File: config.mk
export PLATFORM = sky130hd
export DESIGN_NAME = omp_x_loader
export DESIGN_NICKNAME = d
export VERILOG_FILES = /design/src/rtl/omp_x_loader.sv
export SDC_FILE = /design/constraint.sdc
export NUM_CORES = 1
export LEC_CHECK = 0
export BUFFER_PORTS_ARGS = -buffer_cell sky130_fd_sc_hd__buf_2
export CORE_ASPECT_RATIO = 0.5
export CORE_UTILIZATION = 50
export CTS_BUF_LIST = sky130_fd_sc_hd__clkbuf_4 sky130_fd_sc_hd__clkbuf_8 sky130_fd_sc_hd__clkbuf_16
export DETAILED_ROUTE_END_ITERATION = 10
export PLACE_DENSITY = 0.89
export SYNTH_ARGS = -nofsm -noshare
export SYNTH_HDL_FRONTEND = slang
export SYNTH_SLANG_ARGS = --single-unit
File: constraint.sdc
create_clock -name clk -period 2.3 [get_ports clk]
set_input_delay 0.23 -clock clk [delete_from_list [all_inputs] [get_ports clk]]
set_output_delay 0.23 -clock clk [all_outputs]
set_load 0.05 [all_outputs]
File: src/rtl/omp_x_loader.sv
// Stream-to-RAM loader for the OMP X vector: writes accepted words to addresses 0..len-1, then pulses done.
// Optional zero-fill of short frames is compiled in with `define OMP_X_LOADER_ZFILL_EN.
module omp_x_loader #(
  parameter int DWIDTH   = 32,
  parameter int AWIDTH   = 8,
  parameter int MEM_SIZE = 256
) (
  input  logic              clk,
  input  logic              rst_n,
  input  logic              start,
  input  logic [AWIDTH:0]   cfg_len,
  input  logic [DWIDTH-1:0] s_data,
  input  logic              s_valid,
  input  logic              s_last,
  output logic              s_ready,
  output logic [AWIDTH-1:0] ram_addr0,
  output logic              ram_ce0,
  output logic              ram_we0,
  output logic [DWIDTH-1:0] ram_d0,
  output logic              busy,
  output logic              done,
  output logic              err_short,
  output logic              err_long,
  output logic              err_len
);

  localparam logic [AWIDTH:0] MAX_LEN = (AWIDTH+1)'(MEM_SIZE);
  localparam logic [AWIDTH:0] ONE     = {{AWIDTH{1'b0}}, 1'b1};

  typedef enum logic [1:0] {
    IDLE = 2'd0,
    LOAD = 2'd1,
`ifdef OMP_X_LOADER_ZFILL_EN
    FILL = 2'd2,
`endif
    FIN  = 2'd3
  } state_t;

  state_t          state;
  logic [AWIDTH:0] cnt;
  logic [AWIDTH:0] len;
  logic [AWIDTH:0] cnt_inc;

  assign cnt_inc = cnt + ONE;

  always_ff @(posedge clk or negedge rst_n) begin
    if (!rst_n) begin
      state     <= IDLE;
      cnt       <= '0;
      len       <= '0;
      s_ready   <= 1'b0;
      ram_addr0 <= '0;
      ram_ce0   <= 1'b0;
      ram_we0   <= 1'b0;
      ram_d0    <= '0;
      busy      <= 1'b0;
      done      <= 1'b0;
      err_short <= 1'b0;
      err_long  <= 1'b0;
      err_len   <= 1'b0;
    end else begin
      ram_ce0 <= 1'b0;
      ram_we0 <= 1'b0;
      done    <= 1'b0;
      case (state)
        IDLE: begin
          if (start) begin
            len       <= cfg_len;
            cnt       <= '0;
            busy      <= 1'b1;
            err_short <= 1'b0;
            err_long  <= 1'b0;
            if (cfg_len == '0 || cfg_len > MAX_LEN) begin
              err_len <= 1'b1;
              state   <= FIN;
            end else begin
              err_len <= 1'b0;
              s_ready <= 1'b1;
              state   <= LOAD;
            end
          end
        end
        LOAD: begin
          if (s_valid && s_ready) begin
            ram_ce0   <= 1'b1;
            ram_we0   <= 1'b1;
            ram_addr0 <= cnt[AWIDTH-1:0];
            ram_d0    <= s_data;
            cnt       <= cnt_inc;
            // A full-length frame wins over s_last: the missing marker is the error.
            if (cnt_inc == len) begin
              err_long <= ~s_last;
              s_ready  <= 1'b0;
              state    <= FIN;
            end else if (s_last) begin
              err_short <= 1'b1;
              s_ready   <= 1'b0;
`ifdef OMP_X_LOADER_ZFILL_EN
              state     <= FILL;
`else
              state     <= FIN;
`endif
            end
          end
        end
`ifdef OMP_X_LOADER_ZFILL_EN
        FILL: begin
          ram_ce0   <= 1'b1;
          ram_we0   <= 1'b1;
          ram_addr0 <= cnt[AWIDTH-1:0];
          ram_d0    <= '0;
          cnt       <= cnt_inc;
          if (cnt_inc == len) state <= FIN;
        end
`endif
        FIN: begin
          busy  <= 1'b0;
          done  <= 1'b1;
          state <= IDLE;
        end
        default: state <= IDLE;
      endcase
    end
  end

endmodule

==> impl_metrics.toml <==
[outcome]
status = "complete, no violations"

[setup_path]
reg2reg_slack_ns = 0.06
worstPathRequired_ns = 2.52
crit_fanout = 5
crit_type = "register to register"
r2r_cells = 7
worst_setup_path_start_kind = "register"
cp.arrival_ns = 2.46
critPathCaptureType = "register"

[routing]
met3_wirelength_um = 439
m1WireLength_um = 3160
antenna_left = 0
drc = 0
viasPerCell = 5.22
drt-pass1-iter-count = 5
top_layer_used = "met4"
wl_per_cell_um = 14.5
num_vias = 2679
routed_wl_um = 7420
drt_iter0_markers = 247
met2_wirelength_um = 3580

[sta]
finalMaxSlewViolations = 0
setup_tns_ns = 0
setup_viol = 0
maxSlewHeadroom_pct = 46.3
tightest_slew_ns = 0.802
max_freq_mhz = 446
period_share_pct = 97.4
final-hold-violation-count = 0
period_minus_slack_ns = 2.24
fin_skew_ns = 0.00494
rsz0062_at_grt = "false"

[grt]
grt_use_total_pct = 25.8
grt_max_degree = 35
antenna_found_initial = 0
grt_first_pass_wirelength_um = 12400
grt_overflow = 0
grt_pass1_vias = 2637

[logic_synthesis]
yosys_warnings = 0
muxShareOfSynthArea_pct = 0
synth.area.top_cells = "dfrtp_1 57%, nand2_1 20%, o21ai_0 2.5%"
seq_area_frac_synth_pct = 56.8
synth_compound_area_share_pct = 7.29
avgSynthCellArea_sq_um = 8.74
synthAdderAreaFrac_pct = 0.424
ys_ff_latch = 67
synth_cell_type_count = 34
synth-simple-area-share_pct = 28.4
synth_top_family_by_area = "simple AND/OR/NAND/NOR gates"
netlist_area_sq_um = 2950
postSynthCellCount = 338
synth_top_area_share_pct = 56.8
synth_xor_area_share_pct = 3.85
yosysTopAreaCell = "dfrtp_1"
syn-num-nets = 385

[cts]
cts.sinks = 67
htree_levels = 3
clkLatencyLatePin_ns = 0.33
clk_path_buf_depth = 2
cts_tree = "yes"
numCtsBuffers = 9
clk_pin_slew_ns = 0.06
cts_root_buffer = "clkbuf_16"

[die]
die_y_um = 56.4
die_area_sq_um = 6240
pin_count = 94
core_sq_um = 5590
fp.dieW_um = 111
initial_core_util_pct = 52.9
rows = 19

[finish]
drive_gt1_share_pct = 29.3
syn_to_final_growth_pct = 33.0
n_antenna_cell = 0
fin_nets = 482
stdcell_count = 513
fin_area_sq_um = 3930

[place]
gp_congestion = 0.851
place_inst = 495
port_buffers = 93
placed_area_sq_um = 3510
dp_hpwl_um = 4600

[run]
cap_violations = 0

[power_and_ir_drop]
peakVddDrop_mv = 0.451
p_leak_nw = 2.24
power_density_nw_per_um2 = 745

[min_path]
min_path_cells = 3
hp-class = "input port to register"
## cell families (layout without fill, tap and decap cells)
kind of cell	count (synthesis)	in the layout
XOR/XNOR	13	13
adder cells (fa/ha/maj)	1	1
AO/OA/AOI/OAI	33	33
flip-flops	67	67
buffers and inverters	21	123
AND/OR/NAND/NOR	203	203
## worst max-delay path, stage by stage, from the launching register on
cell and delay, ns:
dfrtp_1 0.40, ha_4 0.18, or2b_1 0.24, a31o_2 0.23, a31oi_1 0.24, nand4_1 0.26
or2_1 0.33, a31o_2 0.26
## routing by layer
layer	global-route usage, %	vias to the layer above
met5	0	-
met4	9.71	0
met3	8.53	29
met2	42.6	129
met1	31.9	1241
li1	-	1280
## layout make-up
cell class                 instances  area [sq um]
sequential                        67          1680
timing repair buffer             104           563
clock buffer                       9           225
fill                             394          1660
clock inverter                     7           139
multi-input combinational        250          1220
tap                               73          91.3
inverter                           3          11.3
## timing repair
action                                 in CTS  in global routing
endpoints found under the hold margin      20                  0
setup endpoints to repair                   2                  2
pin swaps                                   3                  4
buffers inserted                            0                  1
hold buffers                                1                  0
resized for setup                           2                  3
## synth_stat cells
library cell / n
nand2_1: 160
dfrtp_1: 67
o21ai_0: 15
nor2_1: 11
buf_2: 8
nand3_1: 8
xnor2_1: 8
clkbuf_1: 7
o31ai_1: 5
xor2_1: 5
a21oi_1: 4
and2_1: 4
and3_1: 4
nand2b_1: 4
a31oi_1: 3
inv_1: 3
a31o_2: 2
buf_4: 2
nand4_1: 2
nor4_1: 2
a2111oi_2: 1
a22oi_1: 1
a311oi_2: 1
and3_2: 1
and4_1: 1
buf_1: 1
ha_1: 1
nand4b_1: 1
nor2b_1: 1
nor3_1: 1
o221ai_1: 1
or2_1: 1
or2b_1: 1
or4_1: 1
## flip-flops by register name, summed over array words and instances (netlist names)
register	count
ram_d0	32
s_ready	1
ram_we0	1
err_short	1
len	9
cnt	9
busy	1
err_len	1
done	1
err_long	1
state	2
ram_addr0	8
## layout by cell type (no fill, tap or decap), types with 2 or more instances in the layout
master and count:
buf_2 93, inv_1 3, nand2_1 159, nor4_1 2, a31oi_1 3, xnor2_1 7
clkinv_2 2, and2_1 4, nand4_1 2, clkbuf_16 9, o21ai_0 15, dfrtp_1 66
nand2b_1 4, nor2_1 11, nand3_1 7, buf_4 9, xor2_1 5, and3_1 4
o31ai_1 5, bufinv_16 4, a31o_2 2, a21oi_1 4
## final timing paths
| path | startpoint | to |
|---|---|---|
| worst min register to register | ram_addr0[2] | ram_addr0[2] |
| worst max register to register | cnt[0] | err_short |
| max in group asynchronous | rst_n | ram_d0[13] |
| worst min-delay path | s_data[9] | ram_d0[9] |
| worst max-delay path | cnt[0] | err_short |
| min in group asynchronous | rst_n | busy |
## power by group
group	switching (mW)	total, mW	internal, mW
sequential	0	1.18	1.18
clock	0.508	1.67	1.17
combinational	0.0380	0.0716	0.0336
## metrics by stage
stage	util [%]	setup slack (ns)	total power, mW	hold WS, ns
6_report	70.3	0.0588	2.93	0.0836
4_1_cts	69.9	0.0555	2.94	0.0787
2_1_floorplan	-	0.182	1.20	-0.0656
5_1_grt	70.3	0.0264	3.01	0.0829
3_5_place_dp	62.8	0.0844	1.27	0.352
3_3_place_gp	62.8	0.182	1.27	0.341
(Power assumes the default switching activity.)
